[src/rtl/instr_fetch_unit.sv]
// PC generator and fetch sequencer for a single-cycle-latency instruction memory.
// Issues one word per cycle, tags returned data with its PC, and halts on bad fetch addresses.
module instr_fetch_unit #(
    parameter logic [31:0] RESET_PC   = 32'h0000_0000,
    parameter int unsigned IMEM_DEPTH = 64
) (
    input  logic        clk,
    input  logic        rst,
    input  logic        stall_in,
    input  logic        redirect_valid,
    input  logic [31:0] redirect_pc,
    output logic        RE_mem1,
    output logic [31:0] imem_addr,
    input  logic [31:0] imem_data,
    output logic        if_valid,
    output logic [31:0] if_instr,
    output logic [31:0] if_pc,
    output logic [31:0] if_pc_plus4,
    output logic        fetch_fault
);

    typedef enum logic [1:0] {StBoot, StRun, StFault} state_e;

    state_e      state_q, state_d;
    logic [31:0] pc_q, pc_d;
    logic [31:0] if_pc_q, if_pc_d;
    logic [31:0] if_pc4_q, if_pc4_d;
    logic        inflight_q, inflight_d;
    logic [31:0] pc_plus4;
    logic        addr_bad;

    assign pc_plus4 = pc_q + 32'd4;
    assign addr_bad = (pc_q[1:0] != 2'b00) || ({2'b00, pc_q[31:2]} >= IMEM_DEPTH);

    always_comb begin
        state_d    = state_q;
        pc_d       = pc_q;
        if_pc_d    = if_pc_q;
        if_pc4_d   = if_pc4_q;
        inflight_d = 1'b0;
        RE_mem1    = 1'b0;
        case (state_q)
            StBoot: state_d = StRun;
            StRun: begin
                if (redirect_valid) begin
                    pc_d = redirect_pc;
                end else if (addr_bad) begin
                    state_d    = StFault;
                    inflight_d = inflight_q && stall_in;
                end else if (stall_in) begin
                    // Memory output holds while not read, so the presented word stays valid.
                    inflight_d = inflight_q;
                end else begin
                    RE_mem1    = 1'b1;
                    pc_d       = pc_plus4;
                    if_pc_d    = pc_q;
                    if_pc4_d   = pc_plus4;
                    inflight_d = 1'b1;
                end
            end
            StFault: begin
                if (redirect_valid) begin
                    pc_d    = redirect_pc;
                    state_d = StRun;
                end
            end
            default: state_d = StBoot;
        endcase
    end

    always_ff @(posedge clk or posedge rst) begin
        if (rst) begin
            state_q    <= StBoot;
            pc_q       <= RESET_PC;
            if_pc_q    <= 32'd0;
            if_pc4_q   <= 32'd0;
            inflight_q <= 1'b0;
        end else begin
            state_q    <= state_d;
            pc_q       <= pc_d;
            if_pc_q    <= if_pc_d;
            if_pc4_q   <= if_pc4_d;
            inflight_q <= inflight_d;
        end
    end

    assign imem_addr   = {2'b00, pc_q[31:2]};
    assign if_instr    = imem_data;
    assign if_pc       = if_pc_q;
    assign if_pc_plus4 = if_pc4_q;
    assign fetch_fault = (state_q == StFault);
    assign if_valid    = inflight_q && (state_q != StFault);

endmodule

[config.mk]
export PLATFORM = sky130hd
export DESIGN_NAME = instr_fetch_unit
export DESIGN_NICKNAME = d
export VERILOG_FILES = /design/src/rtl/instr_fetch_unit.sv
export SDC_FILE = /design/constraint.sdc
export NUM_CORES = 1
export LEC_CHECK = 0
export CAP_MARGIN = 5
export CORE_MARGIN = 8
export CORE_UTILIZATION = 42
export CTS_CLUSTER_DIAMETER = 100
export DETAILED_ROUTE_END_ITERATION = 12
export PLACE_DENSITY = 0.89
export RECOVER_POWER = 100
export SETUP_SLACK_MARGIN = 0.05
export SKIP_CTS_REPAIR_TIMING = 1
export SLEW_MARGIN = 20
export SYNTH_ARGS = -nofsm -noshare
export SYNTH_HDL_FRONTEND = slang
export SYNTH_SLANG_ARGS = --single-unit
[constraint.sdc]
create_clock -name clk -period 4.92 [get_ports clk]
set_input_delay 1.476 -clock clk [delete_from_list [all_inputs] [get_ports clk]]
set_output_delay 1.476 -clock clk [all_outputs]
set_load 0.005 [all_outputs]
Yosys cells after proc, flatten, opt, wreduce, memory -nomap -nowiden
Cells that the tools add are included.

storage, ports and cells
  logic and storage cells = 45
  memory bits (read-only) = 0
  output and inout bits = 131
  memory bits (writable) = 0
  memories = 0
  bits in latches = 0
  flip-flop bits (word level) = 99

cells by class
  multiplexer cells = 17
  shift-type cells = 0
  multipliers = 0
  order comparisons = 1
  reductions and logical operators = 9
  divide/modulo/power cells = 0
  add/sub/neg operators = 1
  bitwise operators = 3
  eq/ne operators = 9

operators by type and width
  cell                                                                                   count
  32-bit two-way mux                                                                     4
  32-bit one-hot mux with 2 select lines                                                 1
  32-bit by 3-bit adder with 32-bit output (second input constant)                       1
  30-bit by 7-bit greater-or-equal comparator with 1-bit output (second input constant)  1
  1-bit two-way mux                                                                      8
  2-bit inequality test (second input constant)                                          4
  4-bit AND reduction                                                                    2
  2-bit two-way mux                                                                      3
  3-bit inequality test (second input constant)                                          2
  2-bit one-hot mux with 3 select lines                                                  1
  4-bit inequality test (second input constant)                                          1
  2-bit nonzero test                                                                     2
  1-bit inverter                                                                         3
  3-bit AND reduction                                                                    1
  2-bit by 1-bit == test with 1-bit output (second input constant)                       1
  2-bit == test (second input constant)                                                  1
  1-bit logical AND                                                                      2
  2-bit logical NOT                                                                      1
  1-bit logical OR                                                                       1

Longest topological paths before layout
Gate-level depths: netlist of run 1.

  depth after elaboration = 5
  depth in mapped cells = 9
  gate-level depth less buffers = 7

Least setup slack after synthesis of run 1
Ideal clock, no wire load.

  path kind = input to output
  from = input port redirect_valid
  to = output port RE_mem1
  data required time = 3444 ps
  arrival time = 2257 ps
  stages = 5
  buffers on the path = 3
  path slack = 1187 ps
  path through = buf_2 -> nor2b_1 -> and3_4 -> buf_8 -> buf_12

on the way
  cells in the longest elaborated chain, start to end = 2

ends and longest elaborated chain
  item               RTL line  text
  start, declared    10        input logic redirect_valid,
  1-bit two-way mux  45        if (redirect_valid) begin
  1-bit two-way mux  42        case (state_q)
  end, declared      12        output logic RE_mem1,

No other way between the ends.

Worst setup path after layout of run 1
  from = input port stall_in
  to = output port RE_mem1

on the way
  cells in the longest elaborated chain, start to end = 4

ends and longest elaborated chain
  item               RTL line  text
  start, declared    9         input logic stall_in,
  1-bit two-way mux  50        end else if (stall_in) begin
  1-bit two-way mux  47        end else if (addr_bad) begin
  1-bit two-way mux  45
  1-bit two-way mux  42

No other way between the ends.

==> impl_metrics.ini, run 1 <==
[clocking]
clock-sinks = 97
cts_root_buffer_type = sky130_fd_sc_hd__clkbuf_8
clock_tree_from_tritoncts = done
clock_buffer_count_from_cts = 9
clkLatencyLatePin_ns = 0.36
cts.path.max_buffers = 2
cts_htree_levels = 3
path_clk_slew_ns = 0.10

[drt]
post_drt_via_cell_ratio = 5.24
detailroute.via_count = 3383
route.detailed.drc = 0
wire_per_inst_um = 17.5
postRouteWirelength_um = 11300
drtAntennaViolNets = 0
detail_route.first_pass.iterations = 5
initial_drc_count = 229

[yosys]
synth_seq_cells = 97
post_synth_main_area_contributors = sky130_fd_sc_hd__dfrtp_1 56%, sky130_fd_sc_hd__nor2b_1 7.6%, sky130_fd_sc_hd__buf_4 6.4%
yosysTopAreaCell = sky130_fd_sc_hd__dfrtp_1
ys_seq_area_share_pct = 55.8
synth_ff_type = sky130_fd_sc_hd__dfrtp_1
yosys_warnings = 0
mappedNetlistArea_um2 = 4350
async_flop_share_pct = 100
syn-instance-count = 408
synth_largest_type_area_fraction_pct = 55.8
avgSynthCellArea_um2 = 10.7
synth-edff-count = 0
ys_types = 49

[placed_design]
global_placer_s_final_weighted_congestion = 0.881
placed_cell_area_um2 = 5520
detailedPlacementHpwl_um = 8480
portBuffers = 132

[setup_path]
critical_path_arrival_ns = 3.10
r2r_setup_slack_ns = 1.83
setup.worst_path.class = in2out
worst_ep_required_time_ns = 3.44
timing.critical_path.to_type = primary output
crit_path_max_fanout = 8
worst_setup_sp_type = input pin

[cells_and_area]
post-route-cell-area_um2 = 5680
layout-area-overhead-vs-synth_pct = 30.7
final.fill_count = 900
net_count_of_the_finished_layout = 578
antennaDiodeCount = 0
final_layout_size_suffix_gt1_share_pct = 7.27
final_cell_mix = 99 x sky130_fd_sc_hd__dlygate4sd3_1, 97 x sky130_fd_sc_hd__dfrtp_1, 53 x sky130_fd_sc_hd__nor2b_1, 34 x sky130_fd_sc_hd__nor2_1, 33 x sky130_fd_sc_hd__clkdlybuf4s50_1
layout_commonest_cell = sky130_fd_sc_hd__dlygate4sd3_1

[pwr]
cellPowerDensity_nw_per_um2 = 417
p_int_uw = 1490
switchingPower_uw = 878
finalPower_uw = 2370
p_clk_share_pct = 21.4
share_of_total_power_consumed_by_net_switching_pct = 37.0
power_share_of_the_combinational_group_pct = 32.2
share_seq_of_total_power_pct = 46.5
p_leak_uw = 0.00275
ir_worst_vdd_uv = 224

[sta]
timing.setup.tns_ns = 0
worst_clock_skew_ns = 0.0117
rsz_0062_raised_after_global_routing = no
relSlewSlack_pct = -44.3
tightestPinTransition_ns = 2.15
post-route-min-period_ns = 4.57
report.final.hold_viol_count = 0
timing.fmax_ghz = 0.219
maxSlewViolCount = 49
final_worst_path_cycle_share_pct = 92.9
setup-violations-final = 0

[grt]
antenna_found_initial = 0
track_usage_pct = 16.4
first_global_vias = 3460
global_route_wire_length_before_repair_um = 18600
grt_overflow_total = 0
grt_start_max_net_pins = 62

[die]
die_y_um = 118
design.core.area_um2 = 10200
die_area_um2 = 13900
floorplan.initialDensity_pct = 42.7
die_w_um = 118
io_pins = 199
placement_rows = 37

[run_status]
run_status = complete, but fails checks
violations = max-capacitance violations, max-slew violations

[job]
cap_viol_max_count = 1

[min_path]
min-delay-path-class = reg2reg
==> final cells by class <==
class                   count  area, µm²  share of cell area (%)
inverters                   8       31.3                   0.550
flip-flops and latches     97       2430                    42.7
clock inverters             7       73.8                    1.30
well taps                 136        170                    2.99
clock buffers               9        124                    2.18
repair buffers            139       1350                    23.8
multi-input cells         249       1510                    26.5
==> per-stage QoR <==
stage          hold slack (ns)  worst slack, ns  util [%]  cells
2_1_floorplan            0.481            0.910         -    409
3_3_place_gp             0.481            0.438      54.2    629
3_5_place_dp             0.484            0.393      54.2    629
4_1_cts                  0.513            0.392      56.1    645
5_1_grt                  0.517            0.261      55.8    645
6_report                 0.503            0.349      55.8    645
==> sequential cells by signal (all words and copies together) (netlist names) <==
| name | cells |
|---|---|
| if_pc | 32 |
| if_pc_plus4 | 30 |
| inflight_q | 1 |
| pc_q | 32 |
| state_q | 2 |
==> final timing paths <==
check	from	to	depth (start not counted)
worst max-delay path	stall_in	RE_mem1	4
max in group asynchronous	rst	pc_q[30]	3
min in group asynchronous	rst	if_pc[30]	2
worst max register to register	state_q[0]	pc_q[17]	7
worst min-delay path	if_pc_plus4[24]	if_pc_plus4[24]	1
worst min register to register	if_pc_plus4[24]	if_pc_plus4[24]	1
==> Yosys cell counts, drive strengths merged, types with 2 or more instances <==
cell / n
dfrtp: 97
nand4: 5
clkbuf: 7
nand3: 9
and4: 4
o22ai: 7
a22oi: 2
nor2: 34
xnor2: 3
nand2: 32
and2: 3
mux2: 10
and3: 4
ha: 6
xor2: 2
inv: 8
o22a: 4
buf: 48
a31oi: 4
nor2b: 53
o211ai: 2
o21ai: 18
a21oi: 21
nor4: 6
nor3: 2
==> critical path, cell delays in order <==
cell                              delay (ns)
sky130_fd_sc_hd__clkdlybuf4s50_1        0.43
sky130_fd_sc_hd__and4b_1                0.33
sky130_fd_sc_hd__and3_4                 0.27
sky130_fd_sc_hd__dlygate4sd3_1          0.59
==> power groups by stage <==
stage                     registers, µW  clock network (µW)  logic (µW)
after floorplan                    1070                   0         463
after global placement             1110                   0         789
after detailed placement           1120                   0         818
after CTS                          1110                 525         823
after global routing               1130                 559         849
final                              1100                 507         763
==> per-layer routing <==
metal	routed length (µm)	GRT usage, %
met1	4550	18.7
met2	5550	27.6
met3	967	6.04
met4	221	5.84
met5	0	0
==> cells by family after synthesis <==
group / after synthesis / synth area share, %
other cells: 1 / 0.0862
buf+inv: 63 / 9.55
mux: 11 / 2.82
compound gates: 68 / 9.99
simple gates: 157 / 19.0
flops: 97 / 55.8
xor+xnor: 5 / 1.01
fa+ha+maj: 6 / 1.73
No activity file was read; power rests on OpenSTA's default activity.
==> run 2: changes to the inputs <==
TNS_END_PERCENT = 10   (was default)
==> results of run 2 <==
The final DEF is identical to that of run 1; final timing and power are the same.
